===== config.mk =====
export PLATFORM = sky130hd
export DESIGN_NAME = iflow_ctrl_flat
export DESIGN_NICKNAME = d
export VERILOG_FILES = /design/src/rtl/iflow_ctrl_pkg.sv /design/src/rtl/iflow_ctrl_if.sv /design/src/rtl/iflow_ctrl_fan8.sv /design/src/rtl/iflow_ctrl.sv /design/src/flat_wrapper.sv
export SDC_FILE = /design/constraint.sdc
export NUM_CORES = 1
export LEC_CHECK = 0
export ABC_AREA = 0
export CELL_PAD_IN_SITES_DETAIL_PLACEMENT = 0
export CELL_PAD_IN_SITES_GLOBAL_PLACEMENT = 1
export CORE_UTILIZATION = 38
export DETAILED_ROUTE_END_ITERATION = 10
export PLACE_DENSITY_LB_ADDON = 0.1
export REMOVE_ABC_BUFFERS = 1
export SYNTH_ARGS = -nofsm -noshare
export SYNTH_HDL_FRONTEND = slang
export SYNTH_SLANG_ARGS = --single-unit

===== constraint.sdc =====
create_clock -name clk -period 2.3 [get_ports clk]
set_input_delay 0.46 -clock clk [delete_from_list [all_inputs] [get_ports clk]]
set_output_delay 0.46 -clock clk [all_outputs]
set_load 0.1 [all_outputs]

===== src/rtl/iflow_ctrl_pkg.sv =====
// Shared encodings for the instruction-flow control slice: selector codes,
// write-enable bit positions, opcodes, operation classes and decoder types.
package iflow_ctrl_pkg;

    localparam int REG_WIDTH = 8;
    localparam int SEL_WIDTH = 3;
    localparam int WE_WIDTH  = 8;
    localparam int OPP_WIDTH = 3;

    localparam int WE_PC    = 0;
    localparam int WE_SP    = 1;
    localparam int WE_ADD   = 2;
    localparam int WE_X     = 3;
    localparam int WE_Y     = 4;
    localparam int WE_STAT  = 5;
    localparam int WE_DOUT  = 6;
    localparam int WE_SPARE = 7;

    localparam logic [SEL_WIDTH-1:0] SRC_PC    = 3'd0;
    localparam logic [SEL_WIDTH-1:0] SRC_ADD   = 3'd1;
    localparam logic [SEL_WIDTH-1:0] SRC_X     = 3'd2;
    localparam logic [SEL_WIDTH-1:0] SRC_Y     = 3'd3;
    localparam logic [SEL_WIDTH-1:0] SRC_IMM   = 3'd4;
    localparam logic [SEL_WIDTH-1:0] SRC_MEM   = 3'd5;
    localparam logic [SEL_WIDTH-1:0] SRC_ZERO  = 3'd6;
    localparam logic [SEL_WIDTH-1:0] SRC_FETCH = 3'd7;

    localparam logic [SEL_WIDTH-1:0] TGT_PC    = 3'd0;
    localparam logic [SEL_WIDTH-1:0] TGT_ADD   = 3'd1;
    localparam logic [SEL_WIDTH-1:0] TGT_X     = 3'd2;
    localparam logic [SEL_WIDTH-1:0] TGT_Y     = 3'd3;
    localparam logic [SEL_WIDTH-1:0] TGT_NULL  = 3'd4;
    localparam logic [SEL_WIDTH-1:0] TGT_MEM   = 3'd5;
    localparam logic [SEL_WIDTH-1:0] TGT_ALU   = 3'd6;
    localparam logic [SEL_WIDTH-1:0] TGT_FETCH = 3'd7;

    localparam logic [REG_WIDTH-1:0] OP_TAX    = 8'hAA;
    localparam logic [REG_WIDTH-1:0] OP_TXA    = 8'h8A;
    localparam logic [REG_WIDTH-1:0] OP_TAY    = 8'hA8;
    localparam logic [REG_WIDTH-1:0] OP_TYA    = 8'h98;
    localparam logic [REG_WIDTH-1:0] OP_LDA_IM = 8'hA9;
    localparam logic [REG_WIDTH-1:0] OP_LDX_IM = 8'hA2;
    localparam logic [REG_WIDTH-1:0] OP_LDY_IM = 8'hA0;
    localparam logic [REG_WIDTH-1:0] OP_LDA_ZP = 8'hA5;
    localparam logic [REG_WIDTH-1:0] OP_STA_ZP = 8'h85;
    localparam logic [REG_WIDTH-1:0] OP_NOP    = 8'hEA;

    localparam logic [OPP_WIDTH-1:0] OPP_NOP   = 3'd0;
    localparam logic [OPP_WIDTH-1:0] OPP_XFER  = 3'd1;
    localparam logic [OPP_WIDTH-1:0] OPP_IMM   = 3'd2;
    localparam logic [OPP_WIDTH-1:0] OPP_LOAD  = 3'd3;
    localparam logic [OPP_WIDTH-1:0] OPP_STORE = 3'd4;

    typedef enum logic [1:0] {
        ST_FETCH_OP   = 2'd0,
        ST_FETCH_OPND = 2'd1,
        ST_EXECUTE    = 2'd2
    } state_e;

    typedef struct packed {
        logic [OPP_WIDTH-1:0] opp;
        logic [WE_WIDTH-1:0]  we;
        logic                 read_write;
        logic [SEL_WIDTH-1:0] src;
        logic [SEL_WIDTH-1:0] tgt;
    } decode_t;

    function automatic logic [WE_WIDTH-1:0] we_bit(input int idx);
        logic [WE_WIDTH-1:0] v;
        v      = '0;
        v[idx] = 1'b1;
        return v;
    endfunction

    function automatic decode_t idle_decode();
        decode_t d;
        d.opp        = OPP_NOP;
        d.we         = '0;
        d.read_write = 1'b0;
        d.src        = SRC_ZERO;
        d.tgt        = TGT_NULL;
        return d;
    endfunction

    function automatic logic has_operand(input logic [REG_WIDTH-1:0] op);
        logic r;
        case (op)
            OP_LDA_IM, OP_LDX_IM, OP_LDY_IM, OP_LDA_ZP, OP_STA_ZP: r = 1'b1;
            default:                                               r = 1'b0;
        endcase
        return r;
    endfunction

    // Unknown opcodes deliberately fall back to the idle (NOP) decode.
    function automatic decode_t decode_op(input logic [REG_WIDTH-1:0] op);
        decode_t d;
        d = idle_decode();
        case (op)
            OP_TAX:    begin d.opp = OPP_XFER;  d.src = SRC_ADD; d.tgt = TGT_X;   d.we = we_bit(WE_X);   end
            OP_TXA:    begin d.opp = OPP_XFER;  d.src = SRC_X;   d.tgt = TGT_ADD; d.we = we_bit(WE_ADD); end
            OP_TAY:    begin d.opp = OPP_XFER;  d.src = SRC_ADD; d.tgt = TGT_Y;   d.we = we_bit(WE_Y);   end
            OP_TYA:    begin d.opp = OPP_XFER;  d.src = SRC_Y;   d.tgt = TGT_ADD; d.we = we_bit(WE_ADD); end
            OP_LDA_IM: begin d.opp = OPP_IMM;   d.src = SRC_IMM; d.tgt = TGT_ADD; d.we = we_bit(WE_ADD); end
            OP_LDX_IM: begin d.opp = OPP_IMM;   d.src = SRC_IMM; d.tgt = TGT_X;   d.we = we_bit(WE_X);   end
            OP_LDY_IM: begin d.opp = OPP_IMM;   d.src = SRC_IMM; d.tgt = TGT_Y;   d.we = we_bit(WE_Y);   end
            OP_LDA_ZP: begin d.opp = OPP_LOAD;  d.src = SRC_MEM; d.tgt = TGT_ADD; d.we = we_bit(WE_ADD); end
            OP_STA_ZP: begin
                d.opp        = OPP_STORE;
                d.src        = SRC_ADD;
                d.tgt        = TGT_MEM;
                d.we         = we_bit(WE_DOUT);
                d.read_write = 1'b1;
            end
            OP_NOP:    d = idle_decode();
            default:   d = idle_decode();
        endcase
        return d;
    endfunction

endpackage


===== src/rtl/iflow_ctrl_if.sv =====
// Fetch handshake and decoded-control bus between the decoder and the datapath.
interface iflow_ctrl_if;
    import iflow_ctrl_pkg::*;

    logic [REG_WIDTH-1:0] instruction_in;
    logic                 instruction_ready;
    logic                 get_next;
    logic [OPP_WIDTH-1:0] opp;
    logic [WE_WIDTH-1:0]  we;
    logic                 read_write;
    logic [SEL_WIDTH-1:0] source_selector_0;
    logic [SEL_WIDTH-1:0] target_selector_0;
    logic [SEL_WIDTH-1:0] source_selector_1;
    logic [SEL_WIDTH-1:0] target_selector_1;
    logic [REG_WIDTH-1:0] imm_addr;

    modport master (
        input  instruction_in, instruction_ready,
        output get_next, opp, we, read_write,
               source_selector_0, target_selector_0,
               source_selector_1, target_selector_1, imm_addr
    );

    modport slave (
        output instruction_in, instruction_ready,
        input  get_next, opp, we, read_write,
               source_selector_0, target_selector_0,
               source_selector_1, target_selector_1, imm_addr
    );
endinterface


===== src/rtl/iflow_ctrl_fan8.sv =====
// Registered 1-to-8 steering lane, updated on the falling clock edge (phi2)
// so that a selector issued at the rising edge is captured half a cycle later.
module iflow_fan8
    import iflow_ctrl_pkg::*;
(
    input  logic                          clk,
    input  logic                          reset_n,
    input  logic [SEL_WIDTH-1:0]          sel,
    input  logic [REG_WIDTH-1:0]          data,
    output logic [7:0][REG_WIDTH-1:0]     route_q
);

    // Destination register bank: only the selected slot loads each phi2 edge.
    always_ff @(negedge clk or negedge reset_n) begin
        if (!reset_n) begin
            route_q <= '0;
        end else begin
            route_q[sel] <= data;
        end
    end

endmodule


===== src/rtl/iflow_ctrl.sv =====
// Instruction-flow control slice: phase generator, opcode decoder FSM with
// fetch handshake, and the lane-0 routing fan-out.
module iflow_ctrl
    import iflow_ctrl_pkg::*;
(
    input  logic                 clk,
    input  logic                 reset_n,
    output logic                 phi1,
    output logic                 phi2,
    iflow_ctrl_if.master         bus,
    input  logic [REG_WIDTH-1:0] route_in,
    output logic [REG_WIDTH-1:0] route_out0,
    output logic [REG_WIDTH-1:0] route_out1,
    output logic [REG_WIDTH-1:0] route_out2,
    output logic [REG_WIDTH-1:0] route_out3,
    output logic [REG_WIDTH-1:0] route_out4,
    output logic [REG_WIDTH-1:0] route_out5,
    output logic [REG_WIDTH-1:0] route_out6,
    output logic [REG_WIDTH-1:0] route_out7
);

    state_e               state_r;
    state_e               state_s;
    logic [REG_WIDTH-1:0] opcode_r;
    logic [REG_WIDTH-1:0] opcode_s;
    logic [REG_WIDTH-1:0] imm_r;
    logic [REG_WIDTH-1:0] imm_s;
    decode_t              dec_r;
    decode_t              dec_s;
    logic                 get_next_r;
    logic                 get_next_s;
    logic [7:0][REG_WIDTH-1:0] route_q;

    assign phi1 = clk;
    assign phi2 = ~clk;

    // State register.
    always_ff @(posedge clk or negedge reset_n) begin
        if (!reset_n) begin
            state_r <= ST_FETCH_OP;
        end else begin
            state_r <= state_s;
        end
    end

    // Next state plus the output values to present in that next state.
    always_comb begin
        state_s  = state_r;
        opcode_s = opcode_r;
        imm_s    = 8'h00;
        dec_s    = idle_decode();
        case (state_r)
            ST_FETCH_OP: begin
                if (bus.instruction_ready) begin
                    opcode_s = bus.instruction_in;
                    if (has_operand(bus.instruction_in)) begin
                        state_s = ST_FETCH_OPND;
                    end else begin
                        state_s = ST_EXECUTE;
                        dec_s   = decode_op(bus.instruction_in);
                    end
                end else begin
                    state_s = ST_FETCH_OP;
                end
            end
            ST_FETCH_OPND: begin
                if (bus.instruction_ready) begin
                    state_s = ST_EXECUTE;
                    imm_s   = bus.instruction_in;
                    dec_s   = decode_op(opcode_r);
                end else begin
                    state_s = ST_FETCH_OPND;
                end
            end
            ST_EXECUTE: state_s = ST_FETCH_OP;
            default:    state_s = ST_FETCH_OP;
        endcase
        get_next_s = (state_s != ST_EXECUTE);
    end

    // Decoder output and latch registers; reset discards any partial instruction.
    always_ff @(posedge clk or negedge reset_n) begin
        if (!reset_n) begin
            opcode_r   <= 8'h00;
            imm_r      <= 8'h00;
            dec_r      <= idle_decode();
            get_next_r <= 1'b0;
        end else begin
            opcode_r   <= opcode_s;
            imm_r      <= imm_s;
            dec_r      <= dec_s;
            get_next_r <= get_next_s;
        end
    end

    assign bus.get_next          = get_next_r;
    assign bus.opp               = dec_r.opp;
    assign bus.we                = dec_r.we;
    assign bus.read_write        = dec_r.read_write;
    assign bus.source_selector_0 = dec_r.src;
    assign bus.target_selector_0 = dec_r.tgt;
    assign bus.source_selector_1 = SRC_ZERO;
    assign bus.target_selector_1 = TGT_NULL;
    assign bus.imm_addr          = imm_r;

    iflow_fan8 u_fan (
        .clk     (clk),
        .reset_n (reset_n),
        .sel     (dec_r.tgt),
        .data    (route_in),
        .route_q (route_q)
    );

    assign route_out0 = route_q[0];
    assign route_out1 = route_q[1];
    assign route_out2 = route_q[2];
    assign route_out3 = route_q[3];
    assign route_out4 = route_q[4];
    assign route_out5 = route_q[5];
    assign route_out6 = route_q[6];
    assign route_out7 = route_q[7];

endmodule


===== src/flat_wrapper.sv =====
// flat-port wrapper written by rule: the top's interface ports become plain ports
module iflow_ctrl_flat import iflow_ctrl_pkg::*;
  (clk, reset_n, phi1, phi2, route_in, route_out0, route_out1, route_out2, route_out3, route_out4, route_out5, route_out6, route_out7, bus_instruction_in, bus_instruction_ready, bus_get_next, bus_opp, bus_we, bus_read_write, bus_source_selector_0, bus_target_selector_0, bus_source_selector_1, bus_target_selector_1, bus_imm_addr);
  iflow_ctrl_if bus_i ();
  input  logic clk;
  input  logic reset_n;
  output logic phi1;
  output logic phi2;
  input  logic [REG_WIDTH-1:0] route_in;
  output logic [REG_WIDTH-1:0] route_out0;
  output logic [REG_WIDTH-1:0] route_out1;
  output logic [REG_WIDTH-1:0] route_out2;
  output logic [REG_WIDTH-1:0] route_out3;
  output logic [REG_WIDTH-1:0] route_out4;
  output logic [REG_WIDTH-1:0] route_out5;
  output logic [REG_WIDTH-1:0] route_out6;
  output logic [REG_WIDTH-1:0] route_out7;
  input wire logic [$bits(bus_i.instruction_in)-1:0] bus_instruction_in;
  input wire logic [$bits(bus_i.instruction_ready)-1:0] bus_instruction_ready;
  output wire logic [$bits(bus_i.get_next)-1:0] bus_get_next;
  output wire logic [$bits(bus_i.opp)-1:0] bus_opp;
  output wire logic [$bits(bus_i.we)-1:0] bus_we;
  output wire logic [$bits(bus_i.read_write)-1:0] bus_read_write;
  output wire logic [$bits(bus_i.source_selector_0)-1:0] bus_source_selector_0;
  output wire logic [$bits(bus_i.target_selector_0)-1:0] bus_target_selector_0;
  output wire logic [$bits(bus_i.source_selector_1)-1:0] bus_source_selector_1;
  output wire logic [$bits(bus_i.target_selector_1)-1:0] bus_target_selector_1;
  output wire logic [$bits(bus_i.imm_addr)-1:0] bus_imm_addr;
  assign bus_i.instruction_in = bus_instruction_in;
  assign bus_i.instruction_ready = bus_instruction_ready;
  assign bus_get_next = bus_i.get_next;
  assign bus_opp = bus_i.opp;
  assign bus_we = bus_i.we;
  assign bus_read_write = bus_i.read_write;
  assign bus_source_selector_0 = bus_i.source_selector_0;
  assign bus_target_selector_0 = bus_i.target_selector_0;
  assign bus_source_selector_1 = bus_i.source_selector_1;
  assign bus_target_selector_1 = bus_i.target_selector_1;
  assign bus_imm_addr = bus_i.imm_addr;
  iflow_ctrl u_core (.clk(clk), .reset_n(reset_n), .phi1(phi1), .phi2(phi2), .bus(bus_i), .route_in(route_in), .route_out0(route_out0), .route_out1(route_out1), .route_out2(route_out2), .route_out3(route_out3), .route_out4(route_out4), .route_out5(route_out5), .route_out6(route_out6), .route_out7(route_out7));
endmodule

======== After elaboration in Yosys (flattened, before gate mapping) ========
Index checks and enable logic that the tools add are counted.
storage, ports and cells
  register bits after elaboration ......... 101
  bits of input ports ..................... 19
operators by class
  order comparisons ....................... 2
  equal/unequal tests ..................... 20
  multiplexer cells ....................... 22
  bitwise operators ....................... 1
  reductions and logical operators ........ 6
operator list
  operator                                                                count
  11-bit case mux with 8 select lines                                     2
  8-bit == test (second input constant)                                   18
  6-bit case mux with 9 select lines                                      2
  64-bit bitwise mux                                                      1
  18-bit 2-to-1 mux                                                       3
  18-bit case mux with 2 select lines                                     1
  8-bit demux with 3-bit select                                           1
  8-bit 2-to-1 mux                                                        3
  2-bit 2-to-1 mux                                                        3
  1-bit 2-to-1 mux                                                        5
  5-bit OR reduction                                                      1
  3-bit by 4-bit < comparator with 1-bit output (second input constant)   1
  2-bit case mux with 2 select lines                                      1
  2-bit OR reduction                                                      2
  3-bit by 1-bit >= comparator with 1-bit output (second input constant)  1
  2-bit by 1-bit == test with 1-bit output (second input constant)        1
  2-bit zero test                                                         1
  2-bit inequality test (second input constant)                           1
  2-bit AND reduction                                                     1
  1-bit logical AND                                                       1
  1-bit inverter                                                          1

======== Longest topological paths before layout ========
  depth in word-level cells ............... 9
  gate-level depth with buffers ........... 5
  depth with buffers taken out ............ 4

======== Cells and area by module ========
Synthesis repeated with hierarchy kept, for this count alone.
unflattened totals
  cells, all modules ...................... 309
  area total of the unflattened synthesis .. 4159.0 µm²
by module, submodules not included
  module      instances  cells each  area each (µm²)  seq. area each (µm²)
  iflow_fan8  1          139         2472.4           1601.5
  iflow_ctrl  1          170         1686.6           804.5

==> summary.md <==
| Metric | Value |
|---|---|
| Clock slew at reported path FFs | `0.10 ns` |
| Drt pass-1 iters | `4` |
| Die Y | `106 um` |
| CP Capture Type | `output port` |
| Core area | `10500 um^2` |
| Worst skew pair latency | `0.46 ns` |
| PwrDens | `794 nW/um^2` |
| Worst path bufs/invs | `1` |
| Avg WL per Cell | `17.8 um` |
| Largest delay share family, worst path | `flip-flops` |
| Post-route cell area | `6920 um^2` |
| Top-area cell type share of the netlist area | `between 30% and 40%` |
| Drt initial violations | `just over 80` |
| Synth Instances | `309` |
| Area grow syn2layout | `66.9%` |
| Flop pwr share | `36.0%` |
| Comb pwr share | `between 30% and 40%` |
| TNS Setup | `-45.69 ns` |
| CTS tree | `done` |
| Mux contribution to synthesized area | `17.6%` |
| Register area share after synthesis | `58.0%` |
| HP Class | `input port to async pin` |
| RSZ-0062 raised after global routing | `yes` |
| Arr. time, crit path | `2.28 ns` |
| Top cells by area, synth | `dfrtn_1 (39%), dfrtp_1 (17%), mux2_1 (12%)` |
| Aggregate global routing overflow | `0` |
| Row count | `37` |
| Peak supply drop | `around 1.2 mV` |
| Starting Density | `39.6%` |
| Full die area | `~11000 um^2` |
| Routed vias/inst | `4.93` |
| Slowest stage delay, CP | `0.48 ns` |
| Worst endpoint required time | `1.84 ns` |
| HPWL Detailed | `~7900 um` |
| Adder-cell area share of the yosys netlist | `0%` |
| Routed WL | `around 11000 um` |
| First-pass GRT wire length | `17000 um` |
| Final Hold Viols | `0` |
| CP cell instances | `buf_12` |
| Post-synth EDFFs | `0` |
| Max_cap viols | `0` |
| Clk pwr share | `32.8%` |
| Sw Share | `about two fifths` |
| Syn avg cell area | `13.4 um^2` |
| Commonest cells post-synth | `dfrtn_1 (64), mux2_1 (44), dfrtp_1 (29)` |
| Synth warn | `0` |
| Distinct cell type count after synthesis | `51` |
| Vias in the first global route | `3136` |
| GP Congestion | `0.820` |
| Number of remaining DRC errors | `0` |
| Nets | `between 400 and 500` |
| Internal power | `approximately 0.0033 W` |
| Post-DP Area | `around 6200 um^2` |
| Seq cells post-synth | `96` |
| Critical path startpoint category | `flip-flop` |
| Relative slew slack | `65.9%` |
| Critical path class | `flip-flop to output port` |
| Crit path max-delay cell type | `dfrtn_1` |
| Largest family of logic cells by synthesized area | `multiplexers` |
| I/O pin total | `118` |
| Prevailing post-synth register cell | `dfrtn_1` |
| Crit path max fanout | `2` |
| Largest net degree at the start of global routing | `26` |
| Clock skew | `between 0.01 and 0.015 ns` |
| Violated checks | `setup timing` |
| Overall routing resource usage | `about a fifth` |
| Max Slew Vio Count | `0` |
| N_diodes | `0` |
| Simple-Gate Fraction of Synth Area | `13.0%` |
| Final WS setup | `-0.442 ns` |
| Initial antenna violation count | `0` |
| FILL cells | `around 780` |
| Cell with the most instances after synthesis | `dfrtn_1` |
| Async S/R FF share, synth | `100%` |
| Mapped cell area | `4150 um^2` |
| Sw power | `0.00220 W` |
| Compound-gate portion of the synthesized area | `between 6 and 7%` |
| Xor and xnor fraction of the mapped netlist area | `0.633%` |
| Setup Viol. Count Final | `129` |
| Routed Antenna Nets | `0` |
| Outcome | `finished, violations left` |
| Via count | `3024` |
| Leak | `3.21 nW` |
| Layout cells sized above 1 | `52.6%` |
| Die W | `roughly 110 um` |
| Worst-Margin Slew | `0.505 ns` |
| IO buf count | `107` |
| Yosys top cell by area | `dfrtn_1` |
-- cell families after synthesis --
kind of cell           after synthesis
flip-flops                          96
AND/OR/NAND/NOR                     82
multiplexers                        65
AO/OA/AOI/OAI                       33
buffers and inverters               28
XOR/XNOR                             3
other                                2
-- routing by layer --
metal  vias to the layer above  track usage [%]  wire length, um
li1                       1410                -                -
met1                      1509             24.0             4530
met2                        87             35.4             5720
met3                        18             3.80              423
met4                         0             7.24              226
met5                         -                0                0
-- stage by stage --
| step | worst slack, ns | hold slack, ns | power (W) | utilization (%) | std cells |
|---|---|---|---|---|---|
| floorplan | -1.02 | 0.164 | 0.00310 | - | 295 |
| finish | -0.442 | 0.132 | 0.00550 | 66.2 | 613 |
| global placement | -0.449 | 0.472 | 0.00397 | 59.4 | 569 |
| global route | -0.492 | 0.161 | 0.00568 | 66.2 | 613 |
| CTS | -0.459 | 0.131 | 0.00548 | 63.6 | 597 |
| detailed placement | -0.449 | 0.493 | 0.00399 | 59.4 | 569 |
-- cell type report --
type / count / area [um^2] / area share (%)
repair buffers: 161 / 2240 / 32.4
inverters: 5 / 18.8 / 0.271
clock buffers: 14 / 190 / 2.75
flip-flops and latches: 96 / 2410 / 34.8
multi-input cells: 193 / 1780 / 25.7
well taps: 136 / 170 / 2.46
clock inverters: 8 / 113 / 1.63
-- final timing paths --
kind | cells after the start | end | slack (ns) | startpoint
worst min-delay path | 2 | u_core.state_r[1]$_DFF_PN0_ | 0.13 | reset_n
worst max-delay path | 1 | route_out4[1] | -0.44 | u_core.u_fan.route_q[33]$_DFFE_NN0P_
worst min register to register | 1 | u_core.state_r[0]$_DFF_PN0_ | 0.50 | u_core.state_r[1]$_DFF_PN0_
min in group clk | 1 | u_core.state_r[0]$_DFF_PN0_ | 0.50 | u_core.state_r[1]$_DFF_PN0_
worst max register to register | 3 | u_core.u_fan.route_q[33]$_DFFE_NN0P_ | -0.38 | u_core.bus.target_selector_0[2]$_DFF_PN1_
max in group asynchronous | 2 | u_core.u_fan.route_q[26]$_DFFE_NN0P_ | 0.93 | reset_n
-- power groups by stage --
| stage | sequential [W] | clock [W] | combinational, W |
|---|---|---|---|
| 6_report | 0.00198 | 0.00180 | 0.00172 |
| 5_1_grt | 0.00200 | 0.00191 | 0.00177 |
| 4_1_cts | 0.00198 | 0.00185 | 0.00165 |
| 3_5_place_dp | 0.00201 | 0.000347 | 0.00163 |
| 3_3_place_gp | 0.00201 | 0.000347 | 0.00162 |
| 2_1_floorplan | 0.00270 | 0.000143 | 0.000251 |
-- cell usage in the layout, fill, tap and decap left out, types with 2 or more instances in the layout --
cell | synthesis | routed
nor2_1 | 13 | 13
inv_1 | 6 | 5
nand2b_1 | 8 | 8
a211oi_1 | 2 | 2
nand3b_1 | 6 | 6
o21a_1 | 2 | 2
buf_6 | 0 | 17
dfrtp_1 | 29 | 28
nor3_1 | 4 | 4
mux2_2 | 21 | 18
o21ai_0 | 6 | 6
nor3_2 | 2 | 2
or3b_1 | 2 | 2
inv_8 | 0 | 2
nor3b_4 | 3 | 3
buf_12 | 0 | 75
mux2_1 | 44 | 3
nand4bb_1 | 2 | 2
mux2_4 | 0 | 44
a2111oi_2 | 2 | 2
nand2_1 | 19 | 19
nor3b_1 | 3 | 3
conb_1 | 2 | 10
clkdlybuf4s50_1 | 0 | 17
dfstp_2 | 3 | 3
bufinv_16 | 0 | 2
clkbuf_8 | 0 | 12
a32oi_1 | 3 | 3
a21oi_1 | 4 | 4
buf_4 | 15 | 53
xnor2_1 | 2 | 2
o32ai_2 | 3 | 3
or3_1 | 3 | 3
o22ai_1 | 3 | 3
clkinv_4 | 0 | 2
and2_1 | 5 | 5
dfrtn_1 | 64 | 64
-- what timing repair did --
action	CTS	global route
endpoints found under the setup margin	130	130
gates resized for setup	36	43
pin swaps	0	4
setup buffers	9	16
hold buffers	0	0
-- flip-flops by register name, summed over array words and instances, names as in the netlist --
name and count:
u_core.bus.get_next 1, u_core.bus.imm_addr 8, u_core.bus.opp 2, u_core.bus.read_write 1
u_core.bus.source_selector_0 3, u_core.bus.target_selector_0 3, u_core.bus.we 4, u_core.opcode_r 8
u_core.state_r 2, u_core.u_fan.route_q 64
Note: power is estimated with default switching activity, not from simulation.
